<file path="src/rtl/delay_unit_driver_pkg.sv">
// Shared types and defaults for the delay-unit traffic driver and its bench.
package delay_unit_pkg;

    localparam int DEF_WIDTH   = 5;
    localparam int DEF_MAX_OUT = 4;
    localparam int DEF_TIMEOUT = 8;

    typedef enum logic [1:0] {IDLE, SEND, DRAIN, DONE} state_t;

    typedef logic lane_t;

    typedef enum logic [1:0] {ERR_MISMATCH, ERR_TIMEOUT, ERR_OVERFLOW} err_cause_t;

    function automatic logic [7:0] sat_add8(input logic [7:0] a, input logic [1:0] b);
        logic [8:0] s;
        s = {1'b0, a} + {7'd0, b};
        return s[8] ? 8'hFF : s[7:0];
    endfunction

endpackage

</file>
<file path="src/rtl/delay_unit_driver_if.sv">
// Two-lane ready/valid stream bundle between the driver (master) and the delay unit (slave).
interface delay_unit_driver_if #(parameter int WIDTH = 5);
    logic [WIDTH-1:0] TX_0_data, TX_1_data;
    logic             TX_0_valid, TX_1_valid;
    logic             TX_0_ready, TX_1_ready;
    logic [WIDTH-1:0] RX_0_data, RX_1_data;
    logic             RX_0_valid, RX_1_valid;
    logic             RX_0_ready, RX_1_ready;

    modport master (
        output TX_0_data, TX_1_data, TX_0_valid, TX_1_valid, RX_0_ready, RX_1_ready,
        input  TX_0_ready, TX_1_ready, RX_0_data, RX_1_data, RX_0_valid, RX_1_valid
    );

    modport slave (
        input  TX_0_data, TX_1_data, TX_0_valid, TX_1_valid, RX_0_ready, RX_1_ready,
        output TX_0_ready, TX_1_ready, RX_0_data, RX_1_data, RX_0_valid, RX_1_valid
    );
endinterface

</file>
<file path="src/rtl/delay_unit_driver_lane.sv">
// One lane: issues seed-based incrementing beats, capped at MAX_OUT outstanding, and
// checks returned beats for order and latency. TX valid/data are combinational from state.
module delay_unit_driver_lane
    import delay_unit_pkg::*;
#(
    parameter int WIDTH   = DEF_WIDTH,
    parameter int MAX_OUT = DEF_MAX_OUT,
    parameter int TIMEOUT = DEF_TIMEOUT
) (
    input  logic             CLK,
    input  logic             RESETN,
    input  logic             load,
    input  logic [7:0]       count,
    input  logic [WIDTH-1:0] seed,
    input  logic             send_en,
    input  logic             active,
    output logic             tx_valid,
    output logic [WIDTH-1:0] tx_data,
    input  logic             tx_ready,
    input  logic             rx_fire,
    input  logic [WIDTH-1:0] rx_data,
    output logic             send_done,
    output logic             drained,
    output logic             err_mismatch,
    output logic             err_overflow,
    output logic             err_timeout
);
    localparam int OW = $clog2(MAX_OUT) + 1;
    localparam int TW = $clog2(TIMEOUT + 1);

    logic [7:0]       cnt_q, sent_q, rcvd_q;
    logic [WIDTH-1:0] seed_q;
    logic [OW-1:0]    out_q;
    logic [TW-1:0]    timer_q;
    logic             tx_fire, ret_ok;

    // valid only depends on counters that a handshake advances, so a pending beat never drops
    assign tx_valid  = send_en && (sent_q < cnt_q) && (out_q < OW'(MAX_OUT));
    assign tx_data   = seed_q + WIDTH'(sent_q);
    assign tx_fire   = tx_valid && tx_ready;
    assign ret_ok    = rx_fire && (out_q != '0);

    assign err_overflow = rx_fire && (out_q == '0);
    assign err_mismatch = ret_ok && (rx_data != seed_q + WIDTH'(rcvd_q));
    assign err_timeout  = active && (out_q != '0) && !rx_fire && (timer_q == TW'(TIMEOUT - 1));
    assign send_done    = (sent_q == cnt_q);
    assign drained      = (out_q == '0) && (rcvd_q == cnt_q);

    always_ff @(posedge CLK) begin
        if (!RESETN) begin
            cnt_q   <= '0;
            seed_q  <= '0;
            sent_q  <= '0;
            rcvd_q  <= '0;
            out_q   <= '0;
            timer_q <= '0;
        end else if (load) begin
            cnt_q   <= count;
            seed_q  <= seed;
            sent_q  <= '0;
            rcvd_q  <= '0;
            out_q   <= '0;
            timer_q <= '0;
        end else begin
            if (tx_fire) sent_q <= sent_q + 8'd1;
            if (ret_ok)  rcvd_q <= rcvd_q + 8'd1;
            if (tx_fire && !ret_ok)
                out_q <= out_q + OW'(1);
            else if (!tx_fire && ret_ok)
                out_q <= out_q - OW'(1);
            if (rx_fire || (out_q == '0) || err_timeout)
                timer_q <= '0;
            else if (active)
                timer_q <= timer_q + TW'(1);
        end
    end
endmodule

</file>
<file path="src/rtl/delay_unit_driver.sv">
// Two-lane delay-unit traffic source/sink: run FSM, return-lane routing, error aggregation.
// Sends stall per lane on TX ready or the outstanding cap; returns are always accepted while busy.
module delay_unit_driver
    import delay_unit_pkg::*;
#(
    parameter int WIDTH   = DEF_WIDTH,
    parameter int MAX_OUT = DEF_MAX_OUT,
    parameter int TIMEOUT = DEF_TIMEOUT,
    parameter bit SWAP    = 1'b1
) (
    input  logic                 CLK,
    input  logic                 RESETN,
    input  logic                 start,
    input  logic [7:0]           count,
    input  logic [WIDTH-1:0]     seed_0,
    input  logic [WIDTH-1:0]     seed_1,
    delay_unit_driver_if.master  bus,
    output logic                 busy,
    output logic                 done,
    output logic                 error,
    output logic [7:0]           err_count
);
    state_t           state, state_nxt;
    logic             load, send_en;
    logic             rx0_fire, rx1_fire, l0_fire, l1_fire;
    logic [WIDTH-1:0] l0_data, l1_data;
    logic             l0_send_done, l1_send_done, l0_drained, l1_drained;
    logic             l0_mis, l0_ovf, l0_to, l1_mis, l1_ovf, l1_to;
    logic [1:0]       n_err;

    assign send_en = (state == SEND);
    assign busy    = (state == SEND) || (state == DRAIN);
    assign done    = (state == DONE);

    assign bus.RX_0_ready = busy;
    assign bus.RX_1_ready = busy;
    assign rx0_fire = bus.RX_0_valid && bus.RX_0_ready;
    assign rx1_fire = bus.RX_1_valid && bus.RX_1_ready;

    // with SWAP, send lane i comes back on return lane 1-i
    assign l0_fire = SWAP ? rx1_fire : rx0_fire;
    assign l0_data = SWAP ? bus.RX_1_data : bus.RX_0_data;
    assign l1_fire = SWAP ? rx0_fire : rx1_fire;
    assign l1_data = SWAP ? bus.RX_0_data : bus.RX_1_data;

    delay_unit_driver_lane #(.WIDTH(WIDTH), .MAX_OUT(MAX_OUT), .TIMEOUT(TIMEOUT)) u_lane0 (
        .CLK(CLK), .RESETN(RESETN), .load(load), .count(count), .seed(seed_0),
        .send_en(send_en), .active(busy),
        .tx_valid(bus.TX_0_valid), .tx_data(bus.TX_0_data), .tx_ready(bus.TX_0_ready),
        .rx_fire(l0_fire), .rx_data(l0_data),
        .send_done(l0_send_done), .drained(l0_drained),
        .err_mismatch(l0_mis), .err_overflow(l0_ovf), .err_timeout(l0_to)
    );

    delay_unit_driver_lane #(.WIDTH(WIDTH), .MAX_OUT(MAX_OUT), .TIMEOUT(TIMEOUT)) u_lane1 (
        .CLK(CLK), .RESETN(RESETN), .load(load), .count(count), .seed(seed_1),
        .send_en(send_en), .active(busy),
        .tx_valid(bus.TX_1_valid), .tx_data(bus.TX_1_data), .tx_ready(bus.TX_1_ready),
        .rx_fire(l1_fire), .rx_data(l1_data),
        .send_done(l1_send_done), .drained(l1_drained),
        .err_mismatch(l1_mis), .err_overflow(l1_ovf), .err_timeout(l1_to)
    );

    always_ff @(posedge CLK) begin
        if (!RESETN) state <= IDLE;
        else         state <= state_nxt;
    end

    always_comb begin
        state_nxt = state;
        load      = 1'b0;
        unique case (state)
            IDLE: begin
                if (start) begin
                    load      = 1'b1;
                    state_nxt = (count == 8'd0) ? DONE : SEND;
                end
            end
            SEND:    if (l0_send_done && l1_send_done) state_nxt = DRAIN;
            DRAIN:   if (l0_drained && l1_drained)     state_nxt = DONE;
            DONE:    state_nxt = IDLE;
            default: state_nxt = IDLE;
        endcase
    end

    // each lane raises at most one error cause per cycle
    assign n_err = 2'(l0_mis | l0_ovf | l0_to) + 2'(l1_mis | l1_ovf | l1_to);

    always_ff @(posedge CLK) begin
        if (!RESETN) begin
            error     <= 1'b0;
            err_count <= 8'd0;
        end else if (load) begin
            error     <= 1'b0;
            err_count <= 8'd0;
        end else if (n_err != 2'd0) begin
            error     <= 1'b1;
            err_count <= sat_add8(err_count, n_err);
        end
    end
endmodule

</file>
<file path="src/flat_wrapper.sv">
// flat-port wrapper written by rule: the top's interface ports become plain ports
module delay_unit_driver_flat import delay_unit_pkg::*;
#(
    parameter int WIDTH   = DEF_WIDTH,
    parameter int MAX_OUT = DEF_MAX_OUT,
    parameter int TIMEOUT = DEF_TIMEOUT,
    parameter bit SWAP    = 1'b1
)
  (CLK, RESETN, start, count, seed_0, seed_1, busy, done, error, err_count, bus_TX_0_data, bus_TX_1_data, bus_TX_0_valid, bus_TX_1_valid, bus_RX_0_ready, bus_RX_1_ready, bus_TX_0_ready, bus_TX_1_ready, bus_RX_0_data, bus_RX_1_data, bus_RX_0_valid, bus_RX_1_valid);
  delay_unit_driver_if #(.WIDTH(WIDTH)) bus_i ();
  input  logic CLK;
  input  logic RESETN;
  input  logic start;
  input  logic [7:0] count;
  input  logic [WIDTH-1:0] seed_0;
  input  logic [WIDTH-1:0] seed_1;
  output logic busy;
  output logic done;
  output logic error;
  output logic [7:0] err_count;
  output wire logic [$bits(bus_i.TX_0_data)-1:0] bus_TX_0_data;
  output wire logic [$bits(bus_i.TX_1_data)-1:0] bus_TX_1_data;
  output wire logic [$bits(bus_i.TX_0_valid)-1:0] bus_TX_0_valid;
  output wire logic [$bits(bus_i.TX_1_valid)-1:0] bus_TX_1_valid;
  output wire logic [$bits(bus_i.RX_0_ready)-1:0] bus_RX_0_ready;
  output wire logic [$bits(bus_i.RX_1_ready)-1:0] bus_RX_1_ready;
  input wire logic [$bits(bus_i.TX_0_ready)-1:0] bus_TX_0_ready;
  input wire logic [$bits(bus_i.TX_1_ready)-1:0] bus_TX_1_ready;
  input wire logic [$bits(bus_i.RX_0_data)-1:0] bus_RX_0_data;
  input wire logic [$bits(bus_i.RX_1_data)-1:0] bus_RX_1_data;
  input wire logic [$bits(bus_i.RX_0_valid)-1:0] bus_RX_0_valid;
  input wire logic [$bits(bus_i.RX_1_valid)-1:0] bus_RX_1_valid;
  assign bus_TX_0_data = bus_i.TX_0_data;
  assign bus_TX_1_data = bus_i.TX_1_data;
  assign bus_TX_0_valid = bus_i.TX_0_valid;
  assign bus_TX_1_valid = bus_i.TX_1_valid;
  assign bus_RX_0_ready = bus_i.RX_0_ready;
  assign bus_RX_1_ready = bus_i.RX_1_ready;
  assign bus_i.TX_0_ready = bus_TX_0_ready;
  assign bus_i.TX_1_ready = bus_TX_1_ready;
  assign bus_i.RX_0_data = bus_RX_0_data;
  assign bus_i.RX_1_data = bus_RX_1_data;
  assign bus_i.RX_0_valid = bus_RX_0_valid;
  assign bus_i.RX_1_valid = bus_RX_1_valid;
  delay_unit_driver #(.WIDTH(WIDTH), .MAX_OUT(MAX_OUT), .TIMEOUT(TIMEOUT), .SWAP(SWAP)) u_core (.CLK(CLK), .RESETN(RESETN), .start(start), .count(count), .seed_0(seed_0), .seed_1(seed_1), .bus(bus_i), .busy(busy), .done(done), .error(error), .err_count(err_count));
endmodule
</file>
<file path="config.mk">
export PLATFORM = sky130hd
export DESIGN_NAME = delay_unit_driver_flat
export DESIGN_NICKNAME = d
export VERILOG_FILES = /design/src/rtl/delay_unit_driver_pkg.sv /design/src/rtl/delay_unit_driver_if.sv /design/src/rtl/delay_unit_driver_lane.sv /design/src/rtl/delay_unit_driver.sv /design/src/flat_wrapper.sv
export SDC_FILE = /design/constraint.sdc
export NUM_CORES = 1
export LEC_CHECK = 0
export CAP_MARGIN = 25
export CORE_ASPECT_RATIO = 1.25
export CORE_MARGIN = 4
export CORE_UTILIZATION = 34
export CTS_CLUSTER_DIAMETER = 100
export DETAILED_ROUTE_END_ITERATION = 6
export SLEW_MARGIN = 25
export SYNTH_ARGS = -nofsm -noshare
export SYNTH_HDL_FRONTEND = slang
export SYNTH_HIERARCHICAL = 1
export SYNTH_SLANG_ARGS = --single-unit
</file>
<file path="constraint.sdc">
create_clock -name CLK -period 10.9 [get_ports CLK]
set_clock_uncertainty 0.15 [all_clocks]
set_input_delay 2.725 -clock CLK [delete_from_list [all_inputs] [get_ports CLK]]
set_output_delay 2.725 -clock CLK [all_outputs]
set_load 0.05 [all_outputs]
</file>
==> implementation parameters <==
Parameter                              Value

Yosys
  Leading register cell type out of synthesis ... dfxtp_1
  Ranking of synthesized cells by instance count ... 83 x dfxtp_1, 51 x inv_1, 49 x ha_1
  Count of state elements after synthesis ... 83
  Total number of yosys warnings ... 6
  Biggest area contributors in the synthesized netlist ... dfxtp_1 32%, ha_1 12%, xor2_1 7.0%
  Yosys cell types ... 45
  Number of enable flip-flop cells after synthesis ... 0
  Leading cell type by number of instances after synthesis ... dfxtp_1
  Synthesized-area fraction occupied by xor and xnor cells ... 11.1%
  Adder and majority gate portion of the synthesized area ... 14.4%
  Nets in the synthesized netlist ... 675
  Cells after synthesis ... 584
  FFs w/ async S/R, synth ... 0%
  Avg Synthesized Cell Area ... 8.96 um^2
  Simple-gate portion of the synthesized area ... 20.8%
  Share of cell area taken by muxes after synthesis ... 6.91%
  Dominant combinational cell family by area after synthesis ... simple AND/OR/NAND/NOR gates
  Dominant cell type by area after synthesis ... dfxtp_1
  Synthesized-area fraction occupied by ao, oa, aoi and oai cells ... 9.55%
  Netlist area before placement ... 5230 um^2
  Area fraction of the dominant cell type after synthesis ... 31.8%
  Fraction of the yosys area taken by sequential cells ... 31.8%

Placement
  Cell Area, Placed ... 5960 um^2
  Input/output buffers ... 59
  Routability Congestion ... 0.837
  Number of placed instances, taps included ... 808
  Post-detailed-placement half-perimeter wirelength ... 9200 um

Die
  Number of ports placed on the die boundary ... 60
  Std-Cell Core Area ... 15000 um^2
  Initial Util ... 34.8%
  Overall die width ... 119 um
  Die area ... 17400 um^2
  Number of placement rows ... 50
  Die Span Y ... 147 um

Cells and area
  Diodes inserted ... 0
  Layout overhead on the synthesized area ... 18.9%
  Non-filler instance count after layout ... 824
  Post-route cell area ... 6220 um^2
  # nets final ... 728
  Layout cell share with drive strength beyond 1 ... 3.89%
  Final core occ ... 41.4%

Critical path
  Arrival @ worst endpoint ... 2.96 ns
  R2r worst-path depth ... 15
  Kind of end point of the critical path ... output port
  Type of the worst setup path ... register to output port
  Maximum fanout encountered on the critical timing path ... 14
  Worst reg2reg setup slack ... 6.82 ns
  Nature of the critical path startpoint ... register
  Worst endpoint required time ... 8.03 ns

Clock tree
  PostCTS Resize Cnt ... 0
  Number of sinks driven by the clock tree ... 83
  Register clock-pin slew on the reported worst setup and hold paths ... 0.06 ns
  Inserted Clock Buffers ... 9
  Longest Clk Path Bufs ... 2
  Post-CTS Setup Bufs ... 0
  Clock insertion delay at the later pin of the skew report ... 0.34 ns
  Buffer cell driving the clock tree root ... clkbuf_16
  Htree depth ... 3
  Clock tree from TritonCTS ... done
  Hold bufs inserted after CTS ... 0

Route
  Drc violations ... 0
  Violation count after the first detailed-route iteration ... 100
  Vias ... 4146
  Number of optimization iterations in the first detailed-route pass ... 4
  Final routed wire length divided by cell count ... 14.4 um
  Post-DRT Antenna Nets ... 0
  Drt total wl ... 11900 um
  Detailed-route vias per instance ... 5.03

Timing
  Total count of max-transition violations in the final report ... 0
  Min cycle time layout ... 5.84 ns
  Max Fclk ... 171 MHz
  Transition at the pin with the smallest max-transition slack ... 0.951 ns
  Count of final setup violators ... 0
  Headroom to the max-slew limit ... 36.6%
  Count of endpoints failing hold in the final timing report ... 0
  Final period util ... 53.5%
  Setup Total Neg Slack ... 0 ns
  Unrepaired setup endpoints after global routing ... no

Global routing
  Pin count of the biggest net entering global routing ... 34
  Number of antenna violations at the first check in global routing ... 0
  Vias in the first global route ... 4210
  Global Route Usage Sum ... 14.1%
  Global-route wire length before repair ... 20400 um
  Grt total ovfl ... 0

Outcome
  Run status ... completed

Power
  Standby leakage power ... 2.55 nW
  Final Power ... 1.16 mW
  IR drop worst, VDD ... 0.0000942 V
  Power density relative to cell area ... 186 nW/um^2

Worst hold path
  Hold crit path type ... register to register
  Hold Path Cell Cnt ... 2

Flow run
  Maxcap violations ... 0
power breakdown:
part           leakage (nW)  switching [mW]  internal (mW)
Combinational          1.76           0.308          0.206
Clock                 0.125           0.120          0.153
Sequential            0.673          0.0354          0.334
final timing paths:
| kind | endpoint | startpoint |
|---|---|---|
| worst max register to register | u_core/err_count[5] | u_core/state[1] |
| worst min-delay path | u_core/error | u_core/error |
| worst max-delay path | bus_TX_1_valid | u_core/u_lane1/cnt_q[1] |
| worst min register to register | u_core/error | u_core/error |
layout by cell type, fill, tap and decap left out, drive strengths merged, types with 2 or more instances in the layout:
cell,Yosys,final
a211oi,3,3
a21boi,2,2
a21o,10,10
a21oi,35,35
a31oi,4,4
and2,7,7
and3,5,5
and4,4,4
clkbuf,11,11
clkdlybuf4s50,0,59
clkinv,0,3
clkinvlp,0,2
dfxtp,83,83
fa,7,7
ha,49,49
inv,51,51
mux2i,35,35
nand2,26,26
nand2b,6,6
nand3,18,18
nand4,12,12
nand4b,3,3
nor2,39,39
nor2b,32,32
nor3,14,14
nor3b,3,3
nor4,7,7
o211ai,4,4
o21ai,8,8
o31a,3,3
o31ai,8,8
or2,2,2
or3,5,5
or4,10,10
xnor2,24,24
xor2,42,42
metrics by stage:
| step | hold slack (ns) | setup slack, ns |
|---|---|---|
| 3_5_place_dp | 0.291 | 4.89 |
| 4_1_cts | 0.300 | 5.06 |
| 2_1_floorplan | 0.296 | 5.70 |
| 3_3_place_gp | 0.295 | 4.95 |
| 6_report | 0.298 | 5.06 |
| 5_1_grt | 0.321 | 4.86 |
critical path: stages (launching register included):
cell,delay [ns]
dfxtp_1,0.38
inv_1,0.06
ha_1,0.29
nor2b_1,0.15
o211ai_1,0.11
a21oi_1,0.75
nor2_1,0.14
clkdlybuf4s50_1,0.74
final cells by class:
type | instances | area [um^2]
clock buffer | 11 | 233
tap | 182 | 228
timing repair buffer | 60 | 598
inverter | 51 | 191
multi-input combinational | 432 | 3280
clock inverter | 5 | 30.0
fill | 1495 | 8790
sequential | 83 | 1660
cell families (layout without fill, tap and decap cells):
logic type,count (synthesis),count (layout)
simple gates,194,194
compound gates,80,80
xor+xnor,66,66
buf+inv,69,127
mux,36,36
flops,83,83
fa+ha+maj,56,56
per-layer routing:
layer,track usage [%],up-vias,share of wire [%]
li1,-,2127,-
met3,3.06,13,3.3
met1,16.8,1944,45
met2,25.2,62,51
met5,0,-,0
met4,4.17,0,1.4
state kept, by name (all words and copies together) (netlist names):
signal,count
u_core/err_count,8
u_core/error,1
u_core/state,2
u_core/u_lane0/cnt_q,8
u_core/u_lane0/out_q,3
u_core/u_lane0/rcvd_q,8
u_core/u_lane0/seed_q,5
u_core/u_lane0/sent_q,8
u_core/u_lane0/timer_q,4
u_core/u_lane1/cnt_q,8
u_core/u_lane1/out_q,3
u_core/u_lane1/rcvd_q,8
u_core/u_lane1/seed_q,5
u_core/u_lane1/sent_q,8
u_core/u_lane1/timer_q,4
No activity file was read; power rests on OpenSTA's default activity.
